$ cat src/rtl/m_uart_rx_if.sv
// Receive-side handshake bundle of the 8N1 UART receiver: byte/valid/ready plus status pulses.
interface m_uart_rx_if;
    logic [7:0] o_data;
    logic       o_valid;
    logic       i_ready;
    logic       o_frame_err;
    logic       o_overrun;
    logic       o_busy;

    modport master (
        output o_data,
        output o_valid,
        output o_frame_err,
        output o_overrun,
        output o_busy,
        input  i_ready
    );

    modport slave (
        input  o_data,
        input  o_valid,
        input  o_frame_err,
        input  o_overrun,
        input  o_busy,
        output i_ready
    );
endinterface

$ cat src/rtl/m_uart_rx.sv
// UART receiver, 8N1 LSB first: synchronizes rx, mid-bit samples a frame and hands the byte over
// through a one-entry valid/ready holding register with framing-error and overrun pulses.
module m_uart_rx #(
    parameter int unsigned CLKS_PER_BIT = 234,
    parameter int unsigned SYNC_STAGES  = 2
) (
    input  logic          clk,
    input  logic          rst,
    input  logic          i_rx,
    m_uart_rx_if.master   rx_if
);

    localparam int unsigned CW   = $clog2(CLKS_PER_BIT);
    localparam int unsigned HALF = CLKS_PER_BIT / 2;
    localparam int unsigned FW   = $clog2(SYNC_STAGES + 1);

    localparam logic [CW-1:0] CNT_HALF = CW'(HALF - 1);
    localparam logic [CW-1:0] CNT_FULL = CW'(CLKS_PER_BIT - 1);
    localparam logic [FW-1:0] FLUSHED  = FW'(SYNC_STAGES);

    typedef enum logic [2:0] {
        WAIT_IDLE,
        IDLE,
        START,
        DATA,
        STOP
    } state_e;

    state_e                  state_q;
    logic [SYNC_STAGES-1:0]  sync_q;
    logic [SYNC_STAGES-1:0]  sync_d;
    logic [FW-1:0]           flush_q;
    logic [CW-1:0]           cnt_q;
    logic [2:0]              bitidx_q;
    logic [7:0]              sh_q;
    logic [7:0]              data_q;
    logic                    valid_q;
    logic                    frame_err_q;
    logic                    overrun_q;
    logic                    busy_q;
    logic                    rx_s;
    logic                    sync_flushed;

    always_comb begin
        sync_d = {sync_q[SYNC_STAGES-2:0], i_rx};
    end

    assign rx_s         = sync_q[SYNC_STAGES-1];
    // The preset ones in the synchronizer are not real line state; WAIT_IDLE only trusts rx_s
    // once every stage has been refilled from the pin since reset.
    assign sync_flushed = (flush_q == FLUSHED);

    always_ff @(posedge clk) begin
        if (rst) begin
            state_q     <= WAIT_IDLE;
            sync_q      <= '1;
            flush_q     <= '0;
            cnt_q       <= '0;
            bitidx_q    <= '0;
            sh_q        <= '0;
            data_q      <= '0;
            valid_q     <= 1'b0;
            frame_err_q <= 1'b0;
            overrun_q   <= 1'b0;
            busy_q      <= 1'b1;
        end else begin
            sync_q      <= sync_d;
            frame_err_q <= 1'b0;
            overrun_q   <= 1'b0;

            if (!sync_flushed) begin
                flush_q <= flush_q + FW'(1);
            end

            // Consumption; a delivery in the STOP branch below overrides this clear.
            if (valid_q && rx_if.i_ready) begin
                valid_q <= 1'b0;
            end

            case (state_q)
                WAIT_IDLE: begin
                    if (sync_flushed && rx_s) begin
                        state_q <= IDLE;
                        busy_q  <= 1'b0;
                    end
                end

                IDLE: begin
                    if (!rx_s) begin
                        state_q <= START;
                        cnt_q   <= '0;
                        busy_q  <= 1'b1;
                    end
                end

                START: begin
                    if (cnt_q == CNT_HALF) begin
                        if (!rx_s) begin
                            state_q  <= DATA;
                            cnt_q    <= '0;
                            bitidx_q <= '0;
                        end else begin
                            state_q <= IDLE;
                            busy_q  <= 1'b0;
                        end
                    end else begin
                        cnt_q <= cnt_q + CW'(1);
                    end
                end

                DATA: begin
                    if (cnt_q == CNT_FULL) begin
                        sh_q     <= {rx_s, sh_q[7:1]};
                        cnt_q    <= '0;
                        bitidx_q <= bitidx_q + 3'd1;
                        if (bitidx_q == 3'd7) begin
                            state_q <= STOP;
                        end
                    end else begin
                        cnt_q <= cnt_q + CW'(1);
                    end
                end

                STOP: begin
                    if (cnt_q == CNT_FULL) begin
                        cnt_q <= '0;
                        if (rx_s) begin
                            state_q <= IDLE;
                            busy_q  <= 1'b0;
                            if (!valid_q || rx_if.i_ready) begin
                                data_q  <= sh_q;
                                valid_q <= 1'b1;
                            end else begin
                                overrun_q <= 1'b1;
                            end
                        end else begin
                            frame_err_q <= 1'b1;
                            state_q     <= WAIT_IDLE;
                        end
                    end else begin
                        cnt_q <= cnt_q + CW'(1);
                    end
                end

                default: begin
                    state_q <= WAIT_IDLE;
                    busy_q  <= 1'b1;
                end
            endcase
        end
    end

    assign rx_if.o_data      = data_q;
    assign rx_if.o_valid     = valid_q;
    assign rx_if.o_frame_err = frame_err_q;
    assign rx_if.o_overrun   = overrun_q;
    assign rx_if.o_busy      = busy_q;

endmodule
$ cat src/flat_wrapper.sv
// flat-port wrapper written by rule: the top's interface ports become plain ports
module m_uart_rx_flat 
#(
    parameter int unsigned CLKS_PER_BIT = 234,
    parameter int unsigned SYNC_STAGES  = 2
)
  (clk, rst, i_rx, rx_if_o_data, rx_if_o_valid, rx_if_o_frame_err, rx_if_o_overrun, rx_if_o_busy, rx_if_i_ready);
  m_uart_rx_if rx_if_i ();
  input  logic clk;
  input  logic rst;
  input  logic i_rx;
  output wire logic [$bits(rx_if_i.o_data)-1:0] rx_if_o_data;
  output wire logic [$bits(rx_if_i.o_valid)-1:0] rx_if_o_valid;
  output wire logic [$bits(rx_if_i.o_frame_err)-1:0] rx_if_o_frame_err;
  output wire logic [$bits(rx_if_i.o_overrun)-1:0] rx_if_o_overrun;
  output wire logic [$bits(rx_if_i.o_busy)-1:0] rx_if_o_busy;
  input wire logic [$bits(rx_if_i.i_ready)-1:0] rx_if_i_ready;
  assign rx_if_o_data = rx_if_i.o_data;
  assign rx_if_o_valid = rx_if_i.o_valid;
  assign rx_if_o_frame_err = rx_if_i.o_frame_err;
  assign rx_if_o_overrun = rx_if_i.o_overrun;
  assign rx_if_o_busy = rx_if_i.o_busy;
  assign rx_if_i.i_ready = rx_if_i_ready;
  m_uart_rx #(.CLKS_PER_BIT(CLKS_PER_BIT), .SYNC_STAGES(SYNC_STAGES)) u_core (.clk(clk), .rst(rst), .i_rx(i_rx), .rx_if(rx_if_i));
endmodule
$ cat config.mk
export PLATFORM = sky130hd
export DESIGN_NAME = m_uart_rx_flat
export DESIGN_NICKNAME = d
export VERILOG_FILES = /design/src/rtl/m_uart_rx_if.sv /design/src/rtl/m_uart_rx.sv /design/src/flat_wrapper.sv
export SDC_FILE = /design/constraint.sdc
export NUM_CORES = 1
export LEC_CHECK = 0
export BUFFER_PORTS_ARGS = -buffer_cell sky130_fd_sc_hd__buf_2
export CAP_MARGIN = 20
export CORE_MARGIN = 10
export CORE_UTILIZATION = 35
export CTS_CLUSTER_DIAMETER = 30
export DETAILED_ROUTE_END_ITERATION = 8
export SLEW_MARGIN = 20
export SYNTH_ARGS = -nofsm -noshare
export SYNTH_HDL_FRONTEND = slang
export SYNTH_SLANG_ARGS = --single-unit
export TNS_END_PERCENT = 5
$ cat constraint.sdc
create_clock -name clk -period 1.6 [get_ports clk]
set_input_delay 0.24 -clock clk [delete_from_list [all_inputs] [get_ports clk]]
set_output_delay 0.24 -clock clk [all_outputs]
set_load 0.01 [all_outputs]
==> metrics, run 1 <==
outcome finished with violations; failing checks negative setup slack; hpwl dp 2680 microns; Post-Syn Nets between 200 and 250; io pins 16; nature of the critical path startpoint flop; Final Setup Violations 13; Async S/R FF share, synth 0; skew final roughly 0.0052 ns; setup repair after global routing missed its margin true; number of port buffers 15; via count between 1000 and 1500; Final WS setup -0.0686 ns; total track usage 0.0933; Crit-path slowest cell or3b_1; core region area between 4000 and 5000 sq um; mux contribution to synthesized area 0.0960; critical path arrival 1.89 ns; Worst Tran Pin Value around 0.34 ns; Commonest cells post-synth 38 x dfxtp_1, 26 x nor2_1, 18 x a21oi_1; Top delay family on crit path simple AND/OR/NAND/NOR gates; Seq cells post-synth 38; LEAKAGE slightly above 0.9 nW; Max clock buf depth 2; n_diodes 0; DRC 0; Max Slew Vio Count 0; CP bufs+invs 1; critical setup path kind reg2reg; fmax about 0.60 GHz; Pwr Density around 1200 nW/um^2; Synth Area in XOR/XNOR 0.00989; Area after DPL 2070 sq um; fin crit period approximately 1.7 ns; Chip Width 91.1 microns; area of the mapped netlist about 1800 sq um; Layout area overhead 26.2%; Hold Vio Cnt, Final 0; fin crit share 1.04; vias in the first global route around 1400; clock latency on the worst-skew pair around 0.29 ns; detailed-route vias per instance 4.87; critical path's largest stage delay 0.34 ns; Synth Instances 191; max cap viols 0; final core utilization 0.464; Slew HR 0.772; clock sinks 38; router iterations before antenna repair 4; Peak supply drop 0.565 mV; H-Tree Depth 2; Seq/Total Area, Yosys 0.429; Yosys top cell area share 0.429; Worst setup EP type flop; Die H between 90 and 100 microns; Initial Utilization 0.368; layout cell share with drive strength beyond 1 0.323; count leader, synth dfxtp_1; cell count after placement between 200 and 300; Worst Path Max Fanout 5; Setup TNS -0.357 ns; Post-CTS Hold Buffers 0; Root Driver clkbuf_8; final non-filler cell total approximately 300; num rows 25; Syn Area/Cell ~9.3 sq um; nets 241; grt total ovfl 0; clock buffer count from CTS 5; first-pass GRT wire length around 6500 microns; Hold/Removal Path Class in2reg; main combinational cell family by area after synthesis simple AND/OR/NAND/NOR gates; Worst Path Required 1.82 ns; wire per inst 12.4 microns; Total Routed Length approximately 3700 microns; Netlist cell types 44; initial antenna violation count 0; RePlAce Congestion around 0.8; crit-path cells inv_2, ha_1, and4b_2, a22o_4, nand2_4, or3b_1, a31oi_1; Synth Area in Compound Gates 0.145; design area between 2000 and 2500 sq um; Final Hold Slack approximately 0.13 ns; DRT antenna net count 0; Warnings, synthesis 0; post-synthesis simple-gate area fraction 0.232; Clock transition at path regs roughly 0.080 ns; CTS tree yes; top post-synthesis cells by area dfxtp_1 43%, mux2i_1 9.6%, nor2_1 5.5%; Detailed Route Iter0 Violations roughly 120; largest net degree at the start of global routing 22; Synth Area in Adders 0.0424; Die Area roughly 8300 sq um; number of synthesized flops with an enable pin 0; top_reg_cell synth dfxtp_1; dominant cell type by area after synthesis dfxtp_1
-- power breakdown --
part	switching, mW	internal (mW)	leakage (nW)
registers	0.0808	1.03	0.310
clock network	0.353	0.464	0.0504
logic	0.325	0.346	0.551
total	0.759	1.84	0.912
-- logic make-up after synthesis --
group | after synthesis
AO/OA/AOI/OAI | 39
multiplexers | 17
AND/OR/NAND/NOR | 74
XOR/XNOR | 2
adder cells (fa/ha/maj) | 6
flip-flops | 38
buffers and inverters | 15
-- placed cells by master (no fill, tap or decap), drive strengths merged, types with 2 or more instances in the layout --
master	count
nor2	26
nor3b	3
nand3b	2
ha	6
or3b	2
nand2b	8
buf	43
nor3	2
dfxtp	38
clkbuf	5
a311oi	2
o21ai	5
nand3	6
mux2i	17
and3b	2
a211oi	2
clkinvlp	2
inv	5
a21oi	19
or2	2
and3	5
nand2	7
a31oi	6
-- metrics by stage --
step | total power, mW | worst slack (ns)
5_1_grt | 2.78 | -0.180
3_5_place_dp | 1.77 | -0.110
3_3_place_gp | 1.77 | -0.107
6_report | 2.60 | -0.0686
2_1_floorplan | 1.54 | -0.0505
4_1_cts | 2.61 | -0.0716
-- final cells by class --
| cell class | count | area, sq um |
|---|---|---|
| clock buffer | 5 | 68.8 |
| fill | 471 | 2580 |
| timing repair buffer | 43 | 289 |
| inverter | 5 | 18.8 |
| sequential | 38 | 768 |
| clock inverter | 3 | 45.0 |
| multi-input combinational | 138 | 962 |
| tap | 67 | 83.8 |
-- final timing paths --
kind,start,endpoint,slack (ns),cells past startpoint
min reg2reg,u_core.sync_q[0]$_SDFF_PP1_,u_core.sync_q[1]$_SDFF_PP1_,0.41,1
min,i_rx,u_core.sync_q[0]$_SDFF_PP1_,0.13,2
max reg2reg,u_core.cnt_q[1]$_SDFFE_PP0P_,u_core.cnt_q[7]$_SDFFE_PP0P_,-0.07,7
max,u_core.cnt_q[1]$_SDFFE_PP0P_,u_core.cnt_q[7]$_SDFFE_PP0P_,-0.07,7
-- state kept, by name, indices dropped and copies added (netlist names) --
signal                    flops
u_core.sh_q                   8
u_core.sync_q                 2
u_core.rx_if.o_frame_err      1
u_core.state_q                3
u_core.rx_if.o_data           8
u_core.bitidx_q               3
u_core.cnt_q                  8
u_core.rx_if.o_overrun        1
u_core.rx_if.o_valid          1
u_core.flush_q                2
u_core.rx_if.o_busy           1
-- routing by layer --
layer	GRT usage	up-vias	wire (microns)
met5	0	-	0
met4	0.0405	0	52
met3	0.0313	5	189
met2	0.136	25	1660
met1	0.122	671	1790
li1	-	755	-
-- what timing repair did --
action	in CTS	in global routing
gates resized for setup	8	8
pin swaps	9	2
setup endpoints to repair	20	31
buffers inserted	1	0
(Power assumes the default switching activity.)
==> run 2: changes to the inputs <==
clock period = 1.4 ns   (was 1.6 ns; I/O delays follow)
==> metrics, run 2 (synthesis gave the netlist of run 1 again) <==
fin crit share 1.22 (+0.179); Root Driver clkbuf_8; hold depth 2 (unchanged); vias in the first global route 1360 (-0.37%); router iterations before antenna repair 4 (unchanged); Hold/Removal Path Class in2reg; Worst Tran Pin Value 0.377 ns (+0.0348 ns); most common cell after layout, fill and taps aside dfxtp_1; Chip Width 91.1 microns (unchanged); LEAKAGE 0.917 nW (+0.52%); grt total ovfl 0 (unchanged); Final Setup Violations 30 (+17); hpwl dp 2740 microns (+2.2%); Crit-path slowest cell dfxtp_2; reg2reg setup slack -0.31 ns (-0.24 ns); Worst setup EP type flop; RePlAce Congestion 0.781 (-1.5%); clock latency on the worst-skew pair 0.30 ns (about the same); detailed-route vias per instance 4.85 (-0.41%); pre-CTS setup slack -0.304 ns (-0.194 ns); setup repair after global routing missed its margin true; Max clock buf depth 2 (unchanged); max cap viols 0 (unchanged); Die Area 8310 sq um (unchanged); largest net degree at the start of global routing 25 (+14%); Clock transition at path regs 0.07 ns (about the same); critical path's largest stage delay 0.34 ns (about the same); outcome finished with violations; critical path arrival 1.93 ns (+0.04 ns); via count 1450 (-0.41%); Hold Vio Cnt, Final 0 (unchanged); first-pass GRT wire length 6390 microns (-2.1%); wire per inst 12.6 microns (+2.0%); Layout area overhead 27.8%; DRC 0 (unchanged); Worst Path Required 1.62 ns (-0.20 ns); Area after DPL 2100 sq um (+1.2%); postcts setup bufs 0 (-1); Setup TNS -4.59 ns (-4.23 ns); core region area 4820 sq um (unchanged); Detailed Route Iter0 Violations 74 (-40%); nature of the critical path startpoint flop; io pins 16 (unchanged); min-delay src i_rx; Peak supply drop 0.753 mV (+33%); clock sinks 38 (unchanged); Initial Utilization 0.368 (unchanged); Die H 91.1 microns (unchanged); R2R Path End u_core.cnt_q[7]$_SDFFE_PP0P_; DRT antenna net count 0 (unchanged); n_diodes 0 (unchanged); nets 241 (unchanged); initial antenna violation count 0 (unchanged); fmax 0.585 GHz (-2.4%); number of port buffers 15 (unchanged); Total Routed Length 3770 microns (+2.0%); Post-CTS Hold Buffers 0 (unchanged); skew final 0.00404 ns (-0.00115 ns); crit-path cells inv_2, ha_1, and4b_2, a22o_4, nand2_4, or3b_1, a31oi_1; WHS Endpoint u_core.sync_q[0]$_SDFF_PP1_; RR Startpoint u_core.cnt_q[1]$_SDFFE_PP0P_; Pwr Density 1340 nW/um^2 (+16%); H-Tree Depth 2 (unchanged); fin crit period 1.71 ns (+0.0416 ns); total track usage 0.0935 (+0.000153); clock buffer count from CTS 5 (unchanged); most frequent cells in the layout 34 x dfxtp_1, 26 x nor2_1, 24 x buf_4; CTS tree yes; Reg2Reg Depth 7 (unchanged); Slew HR 0.748 (-0.0232); Worst Path Max Fanout 5 (unchanged); design area 2260 sq um (+1.2%); num rows 25 (unchanged); final core utilization 0.470 (+0.00571); Max Slew Vio Count 0 (unchanged); failing checks negative setup slack; layout cell share with drive strength beyond 1 0.319 (-0.00431); Final WS setup -0.310 ns (-0.242 ns); critical setup path kind reg2reg
==> run 2: cell types whose count changed in the layout (fill, tap and decap cells not counted), sizes merged <==
cell	before	now
buf	43	42
a21oi	19	20
==> run 2: how the worst max path moves through the flow <==
stage,slack [ns],cells past startpoint,startpoint,to
after floorplan,-0.25,6,u_core.state_q[1]$_SDFFE_PP0P_,u_core.cnt_q[7]$_SDFFE_PP0P_
after global placement,-0.28,7,u_core.cnt_q[0]$_SDFFE_PP0P_,u_core.cnt_q[7]$_SDFFE_PP0P_
after detailed placement,-0.30,7,u_core.cnt_q[0]$_SDFFE_PP0P_,u_core.cnt_q[7]$_SDFFE_PP0P_
after CTS,-0.30,7,u_core.cnt_q[1]$_SDFFE_PP0P_,u_core.cnt_q[7]$_SDFFE_PP0P_
after global routing,-0.37,7,u_core.cnt_q[1]$_SDFFE_PP0P_,u_core.cnt_q[7]$_SDFFE_PP0P_
final,-0.31,7,u_core.cnt_q[1]$_SDFFE_PP0P_,u_core.cnt_q[7]$_SDFFE_PP0P_
==> run 2: layout make-up <==
cell class	instances	area (sq um)
Multi-Input combinational cell	139	975
Fill cell	472	2550
Tap cell	67	83.8
Sequential cell	38	766
Clock inverter	3	45.0
Timing Repair Buffer	42	307
Clock buffer	5	68.8
Inverter	5	18.8
==> run 2: per-layer routing <==
metal	GRT usage	share of wire	vias up
met2	0.136	0.43	26
met4	0.0470	0.021	0
met1	0.120	0.51	660
li1	-	-	756
met5	0	0	-
met3	0.0313	0.044	8
==> run 2: report_power, final <==
group	total [mW]	switching [mW]	internal, mW
Clock	0.938	0.408	0.530
Combinational	0.837	0.409	0.427
Sequential	1.26	0.0898	1.17
==> run 2: repair_timing <==
item,in CTS,in global routing
setup endpoints to repair,31,33
gates resized for setup,9,6
gates cloned,0,1
pin swaps,7,2
==> run 2: through the flow <==
step / std cells / hold slack, ns / total power [mW]
after floorplan: 191 / 0.314 / 1.76
after global placement: 290 / 0.397 / 2.06
after detailed placement: 290 / 0.397 / 2.08
after CTS: 298 / 0.0822 / 3.03
after global routing: 299 / 0.0839 / 3.22
final: 299 / 0.0890 / 3.04
==> run 2: critical path, delay by kind of cell, from the launching register on <==
kind | cells | cell delay [ns]
and+or+nand+nor | 3 | 0.67
AOI/OAI and AO/OA | 2 | 0.43
DFF | 1 | 0.34
adders and majority gates | 1 | 0.16
buffers and inverters | 1 | 0.04
